===== src/rtl/aes128_pkg.sv =====
`default_nettype none
// ============================================================================
//  Module      : aes128_pkg
//  Description : Shared AES-128 definitions: forward S-box, round-constant
//                lookup and key-schedule state encoding. The encryptor's
//                SubBytes uses the same S-box definition.
//  Revision    : 1.0 - initial release
// ============================================================================
package aes128_pkg;

    // Key-schedule controller states (explicit 1-bit encoding).
    typedef enum logic [0:0] {
        ST_IDLE = 1'b0,
        ST_RUN  = 1'b1
    } ks_state_t;

    // Number of round keys produced for AES-128.
    localparam logic [3:0] NUM_ROUNDS = 4'd10;

    // Forward S-box; entry 0x00 occupies the most significant byte.
    localparam logic [2047:0] SBOX_TABLE = {
        128'h637c777bf26b6fc53001672bfed7ab76,
        128'hca82c97dfa5947f0add4a2af9ca472c0,
        128'hb7fd9326363ff7cc34a5e5f171d83115,
        128'h04c723c31896059a071280e2eb27b275,
        128'h09832c1a1b6e5aa0523bd6b329e32f84,
        128'h53d100ed20fcb15b6acbbe394a4c58cf,
        128'hd0efaafb434d338545f9027f503c9fa8,
        128'h51a3408f929d38f5bcb6da2110fff3d2,
        128'hcd0c13ec5f974417c4a77e3d645d1973,
        128'h60814fdc222a908846eeb814de5e0bdb,
        128'he0323a0a4906245cc2d3ac629195e479,
        128'he7c8376d8dd54ea96c56f4ea657aae08,
        128'hba78252e1ca6b4c6e8dd741f4bbd8b8a,
        128'h703eb5664803f60e613557b986c11d9e,
        128'he1f8981169d98e949b1e87e9ce5528df,
        128'h8ca1890dbfe6426841992d0fb054bb16
    };

    // S-box lookup: shift the wanted entry up to the top byte.
    function automatic logic [7:0] aes_sbox_byte(input logic [7:0] b);
        logic [2047:0] shifted;
        shifted = SBOX_TABLE << {b, 3'b000};
        return shifted[2047:2040];
    endfunction

    // Round constant for rounds 1..10; other indices yield zero.
    function automatic logic [7:0] aes_rcon(input logic [3:0] rnd);
        logic [7:0] rc;
        case (rnd)
            4'd1:    rc = 8'h01;
            4'd2:    rc = 8'h02;
            4'd3:    rc = 8'h04;
            4'd4:    rc = 8'h08;
            4'd5:    rc = 8'h10;
            4'd6:    rc = 8'h20;
            4'd7:    rc = 8'h40;
            4'd8:    rc = 8'h80;
            4'd9:    rc = 8'h1b;
            4'd10:   rc = 8'h36;
            default: rc = 8'h00;
        endcase
        return rc;
    endfunction

endpackage : aes128_pkg
`default_nettype wire


===== src/rtl/key_sub_word.sv =====
`default_nettype none
// ============================================================================
//  Module      : key_sub_word
//  Description : Combinational 32-bit SubWord: four parallel S-box lookups.
//  Revision    : 1.0 - initial release
// ============================================================================
module key_sub_word
    import aes128_pkg::*;
(
    input  logic [31:0] word_in,
    output logic [31:0] word_out
);

    // One S-box per byte lane; lanes are independent.
    for (genvar g_i = 0; g_i < 4; g_i++) begin : g_sbox
        assign word_out[8*g_i +: 8] = aes_sbox_byte(word_in[8*g_i +: 8]);
    end

endmodule : key_sub_word
`default_nettype wire


===== src/rtl/aes128_key_schedule.sv =====
`default_nettype none
// ============================================================================
//  Module      : aes128_key_schedule
//  Description : Iterative AES-128 key expansion, one round key per clock.
//                Holds the cipher key and ten registered round keys for the
//                downstream encryptor; keys_valid flags a complete set.
//  Revision    : 1.0 - initial release
// ============================================================================
module aes128_key_schedule
    import aes128_pkg::*;
(
    input  logic         clk,
    input  logic         reset,
    input  logic         start,
    input  logic [127:0] key,
    output logic         busy,
    output logic         keys_valid,
    output logic [127:0] cipher_key,
    output logic [127:0] round1_key,
    output logic [127:0] round2_key,
    output logic [127:0] round3_key,
    output logic [127:0] round4_key,
    output logic [127:0] round5_key,
    output logic [127:0] round6_key,
    output logic [127:0] round7_key,
    output logic [127:0] round8_key,
    output logic [127:0] round9_key,
    output logic [127:0] round10_key
);

    ks_state_t    r_state;
    ks_state_t    w_next_state;
    logic [3:0]   r_rnd;
    logic [127:0] r_wk;
    logic [127:0] r_cipher_key;
    logic [127:0] r_round_key [1:10];
    logic         r_busy;
    logic         r_keys_valid;

    logic         w_load;
    logic         w_step;
    logic         w_last;

    logic [31:0]  w_w0, w_w1, w_w2, w_w3;
    logic [31:0]  w_rot;
    logic [31:0]  w_sub;
    logic [31:0]  w_temp;
    logic [31:0]  w_n0, w_n1, w_n2, w_n3;
    logic [127:0] w_nk;

    // One expansion step from the working key and this round's Rcon.
    assign w_w0   = r_wk[127:96];
    assign w_w1   = r_wk[95:64];
    assign w_w2   = r_wk[63:32];
    assign w_w3   = r_wk[31:0];
    assign w_rot  = {w_w3[23:0], w_w3[31:24]};

    key_sub_word u_sub_word (
        .word_in  (w_rot),
        .word_out (w_sub)
    );

    assign w_temp = w_sub ^ {aes_rcon(r_rnd), 24'h000000};
    assign w_n0   = w_w0 ^ w_temp;
    assign w_n1   = w_w1 ^ w_n0;
    assign w_n2   = w_w2 ^ w_n1;
    assign w_n3   = w_w3 ^ w_n2;
    assign w_nk   = {w_n0, w_n1, w_n2, w_n3};

    // Controller state register.
    always_ff @(posedge clk or posedge reset) begin
        if (reset) begin
            r_state <= ST_IDLE;
        end else begin
            r_state <= w_next_state;
        end
    end

    // Next-state and step controls; start is only honoured in IDLE.
    always_comb begin
        w_next_state = r_state;
        w_load       = 1'b0;
        w_step       = 1'b0;
        w_last       = 1'b0;
        case (r_state)
            ST_IDLE: begin
                if (start) begin
                    w_load       = 1'b1;
                    w_next_state = ST_RUN;
                end
            end
            ST_RUN: begin
                w_step = 1'b1;
                if (r_rnd == NUM_ROUNDS) begin
                    w_last       = 1'b1;
                    w_next_state = ST_IDLE;
                end
            end
            default: w_next_state = ST_IDLE;
        endcase
    end

    // Key latch, round counter, status flags and round-key bank.
    always_ff @(posedge clk or posedge reset) begin
        if (reset) begin
            r_rnd        <= 4'd0;
            r_wk         <= '0;
            r_cipher_key <= '0;
            r_busy       <= 1'b0;
            r_keys_valid <= 1'b0;
            for (int i = 1; i <= 10; i++) begin
                r_round_key[i] <= '0;
            end
        end else if (w_load) begin
            r_cipher_key <= key;
            r_wk         <= key;
            r_rnd        <= 4'd1;
            r_busy       <= 1'b1;
            r_keys_valid <= 1'b0;
        end else if (w_step) begin
            r_wk <= w_nk;
            for (int i = 1; i <= 10; i++) begin
                if (r_rnd == 4'(i)) begin
                    r_round_key[i] <= w_nk;
                end
            end
            if (w_last) begin
                r_rnd        <= 4'd0;
                r_busy       <= 1'b0;
                r_keys_valid <= 1'b1;
            end else begin
                r_rnd <= r_rnd + 4'd1;
            end
        end
    end

    assign busy        = r_busy;
    assign keys_valid  = r_keys_valid;
    assign cipher_key  = r_cipher_key;
    assign round1_key  = r_round_key[1];
    assign round2_key  = r_round_key[2];
    assign round3_key  = r_round_key[3];
    assign round4_key  = r_round_key[4];
    assign round5_key  = r_round_key[5];
    assign round6_key  = r_round_key[6];
    assign round7_key  = r_round_key[7];
    assign round8_key  = r_round_key[8];
    assign round9_key  = r_round_key[9];
    assign round10_key = r_round_key[10];

endmodule : aes128_key_schedule
`default_nettype wire


===== config.mk =====
export PLATFORM = sky130hd
export DESIGN_NAME = aes128_key_schedule
export DESIGN_NICKNAME = d
export VERILOG_FILES = /design/src/rtl/aes128_pkg.sv /design/src/rtl/key_sub_word.sv /design/src/rtl/aes128_key_schedule.sv
export SDC_FILE = /design/constraint.sdc
export NUM_CORES = 2
export LEC_CHECK = 0
export ABC_AREA = 0
export BUFFER_PORTS_ARGS = -buffer_cell sky130_fd_sc_hd__buf_2
export CAP_MARGIN = 20
export CORE_AREA = 2 2 594 596
export DETAILED_ROUTE_END_ITERATION = 8
export DIE_AREA = 0 0 596 598
export PLACE_DENSITY = 0.35
export SYNTH_ARGS = -nofsm -noshare
export SYNTH_HDL_FRONTEND = slang
export SYNTH_SLANG_ARGS = --single-unit
export TNS_END_PERCENT = 5

===== constraint.sdc =====
create_clock -name clk -period 172.2 [get_ports clk]
set_clock_uncertainty 0.2 [all_clocks]
set_input_delay 43.05 -clock clk [delete_from_list [all_inputs] [get_ports clk]]
set_output_delay 43.05 -clock clk [all_outputs]
set_load 0.01 [all_outputs]

* Word level (Yosys, flattened, before mapping)
Memory sizes are Yosys's and may differ from the RTL's. Index checks and enable logic that the tools add are counted. W data, S select, Z words.
Storage, ports and cells: register bits 1543, logic and storage cells 70, memories kept 1, input bits 131, memory bits (read-only) 128
Operators by class: eq/ne operators 10, $add $sub $neg 1, multiplexer cells 18, reduce and logical (&&, ||, !) cells 13, bitwise operators 7, shifts and indexed selects 4
Memories:
- (no name shown) | words 16, width 8, rd ports 1, clocked after memory_dff 0, write ports 0, line aes128_pkg.sv:50 | case (rnd)
Operators by type and width (number):
- $shl A2047 B11 Y2048 const A | 4
- $mux W128 | 2
- $xor A32 B32 Y32 | 5
- $reduce_and A3 Y1 | 10
- $eq A4 B3 Y1 const B | 4
- $eq A4 B4 Y1 const B | 3
- $mux W1 | 12
- $mux W4 | 3
- $eq A4 B2 Y1 const B | 2
- $add A4 B1 Y4 const B | 1
- $eq A4 B1 Y1 const B | 1
- $reduce_bool A2 Y1 | 2
- $not A1 Y1 | 2
- $pmux W1 S2 | 1
- $reduce_and A2 Y1 | 1

* Depth between registers and ports, before layout
word-level depth 8, depth in mapped cells 17

* Hierarchy
Synthesis repeated with hierarchy kept, for this count alone.
Unflattened totals: cells, all modules 7759, area total of the unflattened synthesis 71636.2 um^2
By module, submodules not included:
- aes128_key_schedule | cells each 5595, seq. area each 38612.0 um^2, instances 1, area an instance 58158.3 um^2
- key_sub_word | cells each 2164, seq. area each 0.0 um^2, instances 1, area an instance 13477.9 um^2

* Worst setup path before layout
OpenSTA, ideal clock, no wires.
path kind input port to flip-flop, from input port start, to register r_wk[11], stages 6, required time 171.862 ns, path slack 127.589 ns, path buffers 4, library setup time 0.138 ns, data arrival time 44.273 ns, cells stage by stage clkbuf_1 -> clkbuf_1 -> clkbuf_1 -> clkbuf_1 -> o211a_1 -> a21oi_1
Between the ends: longest elaborated chain between the ends 3, elaborated cells between the ends (all ways) 4
RTL lines:
- start: declaration | line aes128_key_schedule.sv:14 | input logic start,
- $mux W1 (*) | line aes128_key_schedule.sv:87 | if (start) begin
- $mux W1 (*) | line aes128_key_schedule.sv:85 | case (r_state)
- $mux W128 / $reduce_bool A2 Y1 (equally long branches)
- end signal: assignment | line aes128_key_schedule.sv:116 | r_wk <= key;
- end signal: assignment | line aes128_key_schedule.sv:121 | r_wk <= w_nk;
- end: declaration | line aes128_key_schedule.sv:34 | logic [127:0] r_wk;
Mark *: on every way between the ends. The rest lies on a longest branch, timed or not. A chain may end at the register's enable or synchronous reset.

==> metrics.csv <==
stage,metric,value,unit
clock_network,Post-CTS Hold Fix Bufs,0,
floorplanning,IO Count,1541,
detailed_routing,DRC violations left,1,
worst_setup_path,Crit Path Max Fanout,141,
sta,RSZ-0062 raised after global routing,false,
layout,Finished Cell Area,0.09245,sq mm
grt,first-pass GRT wire length,588700,microns
job,Max Cap Viol,0,
worst_setup_path,critical path arrival,47.22,ns
synth,Synth Flop Type,dfrtp_1,
clock_network,clk sink count,1543,
detailed_routing,initial drt markers,6347,
synth,ys async rst share,100.0,%
synth,synthesized cell area,0.07271,sq mm
synth,Synth area leader,dfrtp_1,
detailed_routing,Pre-antenna DRT Iters,9,
grt,total gr overflow,0,
place,IO Port Bufs,1540,
detailed_routing,average routed wire per standard cell,31.51,microns
worst_setup_path,Setup CP Type,input pin to async pin,
layout,Layout area overhead,27.14,%
grt,vias in the first global route,64050,
sta,final worst path period need,46.45,ns
synth,Post-synth EDFFs,0,
hold_path,WHS Endpoint,round1_key[91]$_DFFE_PP0P_,
grt,antenna violations before repair,92,
synth,Yosys cell types,99,
worst_setup_path,r2r setup slk,165.12,ns
sta,final setup fails,0,
hold_path,Worst Hold Class,flip-flop to flip-flop,
synth,"Avg Cell Area, Syn",9.189,sq um
layout,layout cells sized above 1,25.36,%
floorplanning,Initial Util,20.73,%
grt,overall routing resource usage,23.67,%
layout,Final #Nets,9320,
floorplanning,core area,0.3508,sq mm
clock_network,post-CTS sizing,0,
sta,Slew Limit Fails,0,
hold_path,Worst Hold Depth,2,
clock_network,Worst-Skew Late Latency,0.95,ns
worst_setup_path,cells on worst reg2reg path,15,
clock_network,Clock Pin Slew Worst Setup and Hold Paths,0.06,ns
detailed_routing,Vias,67160,
clock_network,CTS Buf Count,190,
sta,Final period util,26.98,%
synth,"Seq/Total Area, Yosys",53.10,%
place,DP Wirelength,319000,microns
clock_network,Longest Clk Path Bufs,4,
place,GP Congestion,0.9093,
status,status,"complete, but fails checks",
detailed_routing,vias per cell,4.816,
synth,yosys warns,0,
worst_setup_path,worst r2r src,r_wk[8]$_DFFE_PP0P_,
synth,share of the synthesized area in the top cell type,53.10,%
synth,Mapped Cells,7913,
floorplanning,FP Rows,218,
worst_setup_path,FF-to-FF End,round6_key[17]$_DFFE_PP0P_,
hold_path,Hold Startpoint,round1_key[91]$_DFFE_PP0P_,
sta,Max-slew headroom,22.23,%
sta,Worst Max-Slew Pin Slew,1.161,ns
floorplanning,Die X,596,microns
clock_network,CTS tree,built,
sta,setup TNS,0,ns
worst_setup_path,Setup crit start kind,input pin,
sta,final-report hold violation count,0,
worst_setup_path,crit end category,async pin,
status,failing checks,design-rule violations,
synth,Post-Syn Nets,8108,
sta,Max Clk Rate,21.53,MHz
clock_network,H-tree levels,4,
clock_network,Root Buffer,clkbuf_16,
floorplanning,DIE HEIGHT,598,microns
detailed_routing,Post-Route WL,439400,microns
grt,pin count of the biggest net entering global routing,142,
floorplanning,Die ar.,0.3564,sq mm
worst_setup_path,Worst Path Required,172.97,ns
synth,"top cells by area, synth","dfrtp_1 (53%), o21ai_0 (9.7%), nand2_1 (9.7%), clkbuf_1 (2.9%), a21oi_1 (2.1%)",
synth,Synth Register Bits,1543,
detailed_routing,DRT antenna net count,0,
place,Placed Area,0.08597,sq mm
clock_network,setup bufs post-CTS,0,
per-stage QoR:
| step | setup WS [ns] | cells | utilization, % | hold slack [ns] |
|---|---|---|---|---|
| final | 125.75 | 13950 | 26.36 | 0.2699 |
| after global routing | 125.25 | 13910 | 26.33 | 0.2883 |
| after CTS | 125.68 | 13890 | 26.31 | 0.2727 |
| after detailed placement | 124.71 | 13550 | 24.51 | 0.2568 |
| after global placement | 124.75 | 13550 | 24.47 | 0.2562 |
| after floorplan | 85.42 | 7913 | - | 0.3049 |
cell families after synthesis:
kind of cell             Yosys count  synth area share, %
buffers and inverters            835                4.854
AO/OA/AOI/OAI                   2455                20.01
AND/OR/NAND/NOR                 2762                16.49
XOR/XNOR                         173                2.758
adder cells (fa/ha/maj)           64                1.112
flip-flops                      1543                53.10
multiplexers                      81                1.681
sequential cells by signal, indices dropped and copies added, names as in the netlist:
signal       count
cipher_key     128
r_wk           128
round10_key    128
round1_key     128
round2_key     128
round3_key     128
round4_key     128
round5_key     128
round6_key     128
round7_key     128
round8_key     128
round9_key     128
r_rnd            4
busy             1
keys_valid       1
r_state          1
placed cells by master (no fill, tap or decap), types with 21 or more instances in the layout:
cell          n
a2111oi_0    24
a211o_1      27
a211oi_1    108
a21o_1       25
a21oi_1     303
a221oi_1     28
a311oi_1     43
a31oi_1      58
and2_1       32
and3_1       28
buf_2      1539
buf_4       238
clkbuf_1     41
clkbuf_16   192
clkbuf_8     39
clkinv_2     30
dfrtp_1    1526
diode_2      58
ha_1         63
inv_1        48
mux2i_1      31
mux4_2       31
nand2_1    1880
nand2b_1    118
nand3_1      93
nor2_1      188
nor2b_1     159
nor3_1       89
o211a_1      28
o211ai_1     38
o21a_1       21
o21ai_0    1412
o21ai_1      41
o22ai_1      30
o311ai_0     37
o31ai_1      32
or2_2        34
or3_1        21
xnor2_1      38
xnor2_2      55
cell usage after synthesis, drive strengths merged, types with 15 or more instances:
cell     count
o221ai      18
clkbuf     568
nand3      102
a2111oi     24
and2        36
a211o       27
nor2       189
o21ai     1460
mux2i       31
nand2     1883
o22ai       30
buf        201
o31ai       32
nor2b      160
o211a       28
inv         53
a21o        25
nor3        89
xnor3       23
xnor2      102
mux4        31
a31oi       59
a221oi      28
nand4       15
o32ai       17
o2111ai     16
a311oi      45
a211oi     112
ha          63
o311ai      39
a21oi      304
mux2        19
o211ai      38
or3         21
o21a        21
nand2b     118
dfrtp     1543
and3        28
or2         36
xor2        48
nor3b       15
nor4        18
area by class of cell:
| class | instances | area, sq um |
|---|---|---|
| clock buffers | 272 | 5495 |
| clock inverters | 64 | 813.3 |
| fillers | 38040 | 258300 |
| flip-flops and latches | 1543 | 38650 |
| repair buffers | 1789 | 9736 |
| multi-input cells | 5535 | 31580 |
| inverters | 66 | 256.5 |
| well taps | 4620 | 5781 |
| diodes | 58 | 145.1 |
worst max-delay path: stages:
cell	delay (ns)
buf_2	0.13
inv_8	0.64
buf_12	0.53
buf_12	0.58
buf_4	0.84
buf_4	0.77
worst max path at each step:
stage / depth (start not counted) / startpoint / slack [ns] / end
2_1_floorplan: 1 / reset / 85.42 / busy$_DFFE_PP0P_
3_3_place_gp: 6 / reset / 124.75 / round5_key[88]$_DFFE_PP0P_
3_5_place_dp: 6 / reset / 124.71 / round10_key[90]$_DFFE_PP0P_
4_1_cts: 6 / reset / 125.68 / round6_key[104]$_DFFE_PP0P_
5_1_grt: 6 / reset / 125.25 / round3_key[73]$_DFFE_PP0P_
6_report: 6 / reset / 125.75 / round1_key[82]$_DFFE_PP0P_
routing by layer:
layer | part of all wire (%) | global-route usage [%] | vias to the layer above
li1 | - | - | 29920
met1 | 41 | 30.29 | 33860
met2 | 47 | 38.95 | 2856
met3 | 7.3 | 5.070 | 524
met4 | 4.2 | 8.962 | 4
met5 | 0.0048 | 0 | -
Power is not shown: default switching activity piles up to over one toggle a cycle in this logic, so the estimate is an artifact.
